**src/rtl/alu_div_seq.sv**
```systemverilog
// Multi-cycle restoring divider (one quotient bit per clock) with signed mode,
// dividend-signed remainder and divide-by-zero detection behind a start/done handshake.
module alu_div_seq #(
  parameter int unsigned WIDTH = 32
) (
  input  logic             clock,
  input  logic             reset_n,
  input  logic             start,
  input  logic             signed_mode,
  input  logic [WIDTH-1:0] dividend,
  input  logic [WIDTH-1:0] divisor,
  output logic             busy,
  output logic             done,
  output logic [WIDTH-1:0] quotient,
  output logic [WIDTH-1:0] remainder,
  output logic             div_by_zero
);

  localparam int unsigned CW = $clog2(WIDTH + 1);

  typedef enum logic [1:0] {S_IDLE, S_CALC, S_FIX} state_t;

  state_t           state;
  state_t           state_nx;
  logic [CW-1:0]    cnt;
  logic [WIDTH:0]   acc;
  logic [WIDTH-1:0] q;
  logic [WIDTH-1:0] m;
  logic             q_neg;
  logic             r_neg;
  logic             dz;

  logic             dvd_neg;
  logic             dsr_neg;
  logic             dsr_zero;
  logic [WIDTH-1:0] dvd_mag;
  logic [WIDTH-1:0] dsr_mag;
  logic [WIDTH+1:0] acc_sh;
  logic [WIDTH+1:0] trial;
  logic             take;

  logic             busy_nx;
  logic             done_nx;
  logic             load_res;
  logic [WIDTH-1:0] res_q;
  logic [WIDTH-1:0] res_r;

  // Operand magnitude/sign extraction at the start handshake
  always_comb begin
    dvd_neg  = signed_mode & dividend[WIDTH-1];
    dsr_neg  = signed_mode & divisor[WIDTH-1];
    dsr_zero = (divisor == '0);
    dvd_mag  = dvd_neg ? WIDTH'(-dividend) : dividend;
    dsr_mag  = dsr_neg ? WIDTH'(-divisor) : divisor;
  end

  // One restoring step: shift {acc, q} left, trial-subtract; the sign bit of trial decides
  always_comb begin
    acc_sh = {acc, q[WIDTH-1]};
    trial  = acc_sh - {2'b00, m};
    take   = ~trial[WIDTH+1];
  end

  always_ff @(posedge clock or negedge reset_n) begin
    if (!reset_n) state <= S_IDLE;
    else          state <= state_nx;
  end

  always_comb begin
    state_nx = state;
    case (state)
      S_IDLE: if (start) state_nx = dsr_zero ? S_FIX : S_CALC;
      S_CALC: if (cnt == CW'(1)) state_nx = S_FIX;
      S_FIX:  state_nx = S_IDLE;
      default: state_nx = S_IDLE;
    endcase
  end

  // Next values for the registered outputs
  always_comb begin
    busy_nx  = (state_nx != S_IDLE);
    done_nx  = 1'b0;
    load_res = 1'b0;
    if (state == S_FIX) begin
      done_nx  = 1'b1;
      load_res = 1'b1;
    end
    if (dz) begin
      res_q = '1;
      res_r = q;
    end else begin
      res_q = q_neg ? WIDTH'(-q) : q;
      res_r = r_neg ? WIDTH'(-acc[WIDTH-1:0]) : acc[WIDTH-1:0];
    end
  end

  // Datapath; on divide-by-zero q carries the raw dividend straight to FIX
  always_ff @(posedge clock or negedge reset_n) begin
    if (!reset_n) begin
      cnt   <= '0;
      acc   <= '0;
      q     <= '0;
      m     <= '0;
      q_neg <= 1'b0;
      r_neg <= 1'b0;
      dz    <= 1'b0;
    end else begin
      if (state == S_IDLE && start) begin
        cnt   <= CW'(WIDTH);
        acc   <= '0;
        q     <= dsr_zero ? dividend : dvd_mag;
        m     <= dsr_mag;
        q_neg <= dvd_neg ^ dsr_neg;
        r_neg <= dvd_neg;
        dz    <= dsr_zero;
      end else if (state == S_CALC) begin
        cnt <= cnt - CW'(1);
        acc <= take ? trial[WIDTH:0] : acc_sh[WIDTH:0];
        q   <= {q[WIDTH-2:0], take};
      end
    end
  end

  always_ff @(posedge clock or negedge reset_n) begin
    if (!reset_n) begin
      busy        <= 1'b0;
      done        <= 1'b0;
      quotient    <= '0;
      remainder   <= '0;
      div_by_zero <= 1'b0;
    end else begin
      busy <= busy_nx;
      done <= done_nx;
      if (load_res) begin
        quotient    <= res_q;
        remainder   <= res_r;
        div_by_zero <= dz;
      end
    end
  end

endmodule

```
**config.mk**
```make
export PLATFORM = sky130hd
export DESIGN_NAME = alu_div_seq
export DESIGN_NICKNAME = d
export VERILOG_FILES = /design/src/rtl/alu_div_seq.sv
export SDC_FILE = /design/constraint.sdc
export NUM_CORES = 1
export LEC_CHECK = 0
export BUFFER_PORTS_ARGS = -buffer_cell sky130_fd_sc_hd__buf_2
export CORE_MARGIN = 2
export CORE_UTILIZATION = 35
export CTS_BUF_LIST = sky130_fd_sc_hd__clkbuf_8
export DETAILED_ROUTE_END_ITERATION = 12
export SLEW_MARGIN = 20
export SYNTH_ARGS = -nofsm -noshare
export SYNTH_HDL_FRONTEND = slang
export SYNTH_SLANG_ARGS = --single-unit
```
**constraint.sdc**
```tcl
create_clock -name clock -period 9 [get_ports clock]
set_input_delay 1.35 -clock clock [delete_from_list [all_inputs] [get_ports clock]]
set_output_delay 1.35 -clock clock [all_outputs]
set_load 0.03 [all_outputs]
```
==> out/metrics.csv <==
metric,value,unit
Cells after Synth,1445,
Pleak,5.84,nW
Syn Area/Cell,8.24,um2
Hold WS,0.487,ns
worst skew pair latency,0.48,ns
Starting Density,35.5,%
Synth top area share,36.8,%
Slew @ Worst Pin,1.01,ns
vias in the first global route,10064,
"Top FF cell, synth",dfrtp_1,
H-tree depth,4,
Pre-antenna DRT Iters,5,
# rows,67,
RSZ-0062 raised after global routing,no,
final hold vios,0,
fin crit share,44.3,%
Yosys top cell by area,dfrtp_1,
final cell count without fillers,1981,
vias,10687,
CTS root buffer,clkbuf_8,
Slew Limit Headroom,32.7,%
Peak VDD IR,179,uV
DR iter-0 viols,708,
hold_buf cts,0,
share of cells above drive strength 1,13.2,%
status,completed,
post_cts resized,0,
Max Root-Sink Buffers,2,
via/cell ratio,5.39,
post-synthesis cell type count,64,
GP Congestion,0.899,
Final min period,3.98,ns
worst r2r path cells,11,
Max Transition Viols Final,0,
global-route wire length before repair,55.9,mm
largest net degree at the start of global routing,71,
Clock Pin Slew Worst Setup and Hold Paths,0.10,ns
Post-CTS Setup Bufs,0,
total wire length,34.5,mm
Reg power frac,29.2,%
initial antenna violation count,0,
Max-cap violations,0,
type of the worst min-delay path,reg -> reg,
internal power,2.77,mW
Post-synth EDFFs,0,
area of the multi-input gates,0.00698,mm2
Worst Path Required,9.32,ns
Setup WS post-layout,5.02,ns
clock skew,0.0241,ns
Setup crit start kind,flip-flop,
Pwr Density,420,mW/mm2
total negative slack,0,ns
Placement Setup Slack,4.72,ns
n_diodes,0,
synth top area cells,"dfrtp_1 (37%), xor2_1 (6.1%), a21oi_1 (5.7%)",
f_max,251,MHz
Psw,2.83,mW
# IOs,135,
Die H,188,um
Overall Global Routing Usage,19.6,%
Inst Count DP,1949,
worst-path maximum fanout,39,
Mapped Area,0.0119,mm2
Detail Route Antenna Nets,0,
Placement Cell Area,0.0129,mm2
DP Wirelength,25.9,mm
clock share of power,10.2,%
Layout Utilization,39.7,%
Hold Path Cell Cnt,2,
final setup fails,0,
core area,0.0335,mm2
sequential fraction of the synthesis area,36.8,%
TritonCTS clock tree,built,
DR WL/cell,17.4,um
Area Overhead vs Synth,11.8,%
Final nets,1627,
sw frac,50.6,%
gr ovfl total,0,
crit path DAT,4.31,ns
cts bufs inserted,17,
I/O Buffers,134,
die area,0.0355,mm2
CP endpoint kind,flip-flop,
post-route design area,0.0133,mm2
yosys synthesis warning count,0,
drc violations,0,
"FF+latch count, synth",175,
Die W,188,um
Comb power frac,60.6,%
fill count,3521,
clk sinks,175,
Crit Path Category,reg -> reg,
Synth Net Count,1552,
register area,0.00438,mm2
"FFs w/ async S/R, synth",100,%
Pwr Total,5.59,mW
critical path: stages, from the launching register on:
cell and delay [ns]:
dfrtp_1 0.51, ha_1 0.48, nand2_1 0.08, o21ai_1 0.17, a31oi_1 0.15, o21a_1 0.26
o31a_1 0.35, o41ai_1 0.78, xor2_4 0.16, buf_4 0.50, mux2i_1 0.27, o22ai_1 0.10
layout by cell type, fill, tap and decap left out, drive strengths merged, types with 4 or more instances in the layout:
cell type  synthesis  final
dfrtp            175    175
nand2            172    172
o21ai            155    155
buf               17    145
a21oi            135    135
nor2             115    115
xor2              83     83
inv               60     68
xnor2             64     64
ha                38     38
nand3             33     33
mux2i             32     32
a21o              26     26
nor3              20     20
o31ai             19     19
or3               19     19
nand2b            17     17
clkbuf            72     17
or4               17     17
o22ai             16     16
o41ai             15     15
a31oi             15     15
nand4             12     12
o221ai            12     12
nor4              11     11
and3               9      9
and2               8      8
or2                7      7
nor2b              7      7
o21a               7      7
o21bai             6      6
o211ai             6      6
a211oi             5      5
and4               4      4
o311ai             4      4
clkinv             0      4
flip-flops by register name (all words and copies together), names as in the netlist:
signal,count
state,2
acc,33
q_neg,1
remainder,32
cnt,6
div_by_zero,1
r_neg,1
dz,1
quotient,32
q,32
busy,1
m,32
done,1
cells in the mapped netlist, types with 26 or more instances:
cell	instances
clkbuf_1	72
nand3_1	32
a21oi_1	135
dfrtp_1	175
nand2_1	172
ha_1	38
a21o_1	26
mux2i_1	32
nor2_1	115
xnor2_1	64
xor2_1	83
o21ai_0	133
inv_1	60
routing by layer:
metal | track usage, % | up-vias | wire (um)
met5 | 0 | - | 0
met2 | 29.4 | 314 | 14700
met1 | 29.3 | 5064 | 17200
met4 | 5.50 | 0 | 813
met3 | 2.74 | 36 | 1870
li1 | - | 5273 | -
path summary, 6_finish.rpt:
kind | from | endpoint | slack [ns]
hold / removal | m[27] | m[27] | 0.49
setup reg to reg | acc[7] | acc[15] | 5.02
min in group asynchronous | reset_n | quotient[10] | 0.81
hold reg to reg | m[27] | m[27] | 0.49
setup / recovery | acc[7] | acc[15] | 5.02
max in group asynchronous | reset_n | m[27] | 6.96
final cells by class:
type                       count  share of cell area (%)
multi-input combinational   1121                    52.4
clock inverter                15                    1.30
sequential                   175                    32.9
tap                          448                    4.21
clock buffer                  17                    1.76
inverter                      60                    1.69
timing repair buffer         145                    5.71
kinds of logic (layout without fill, tap and decap cells):
group,count (synthesis),in the layout,synth area share (%)
AND/OR/NAND/NOR,457,457,18.2
AO/OA/AOI/OAI,446,446,22.5
flip-flops,175,175,36.8
buffers and inverters,149,237,4.88
XOR/XNOR,147,147,10.8
adder cells (fa/ha/maj),39,39,4.16
multiplexers,32,32,2.69
power groups by stage:
stage | Combinational (mW) | Sequential [mW] | Clock, mW
CTS | 3.37 | 1.62 | 0.585
global placement | 3.31 | 1.63 | 0
finish | 3.39 | 1.63 | 0.572
global route | 3.79 | 1.67 | 0.621
detailed placement | 3.36 | 1.64 | 0
floorplan | 2.58 | 1.52 | 0
No activity file was read; power rests on OpenSTA's default activity.
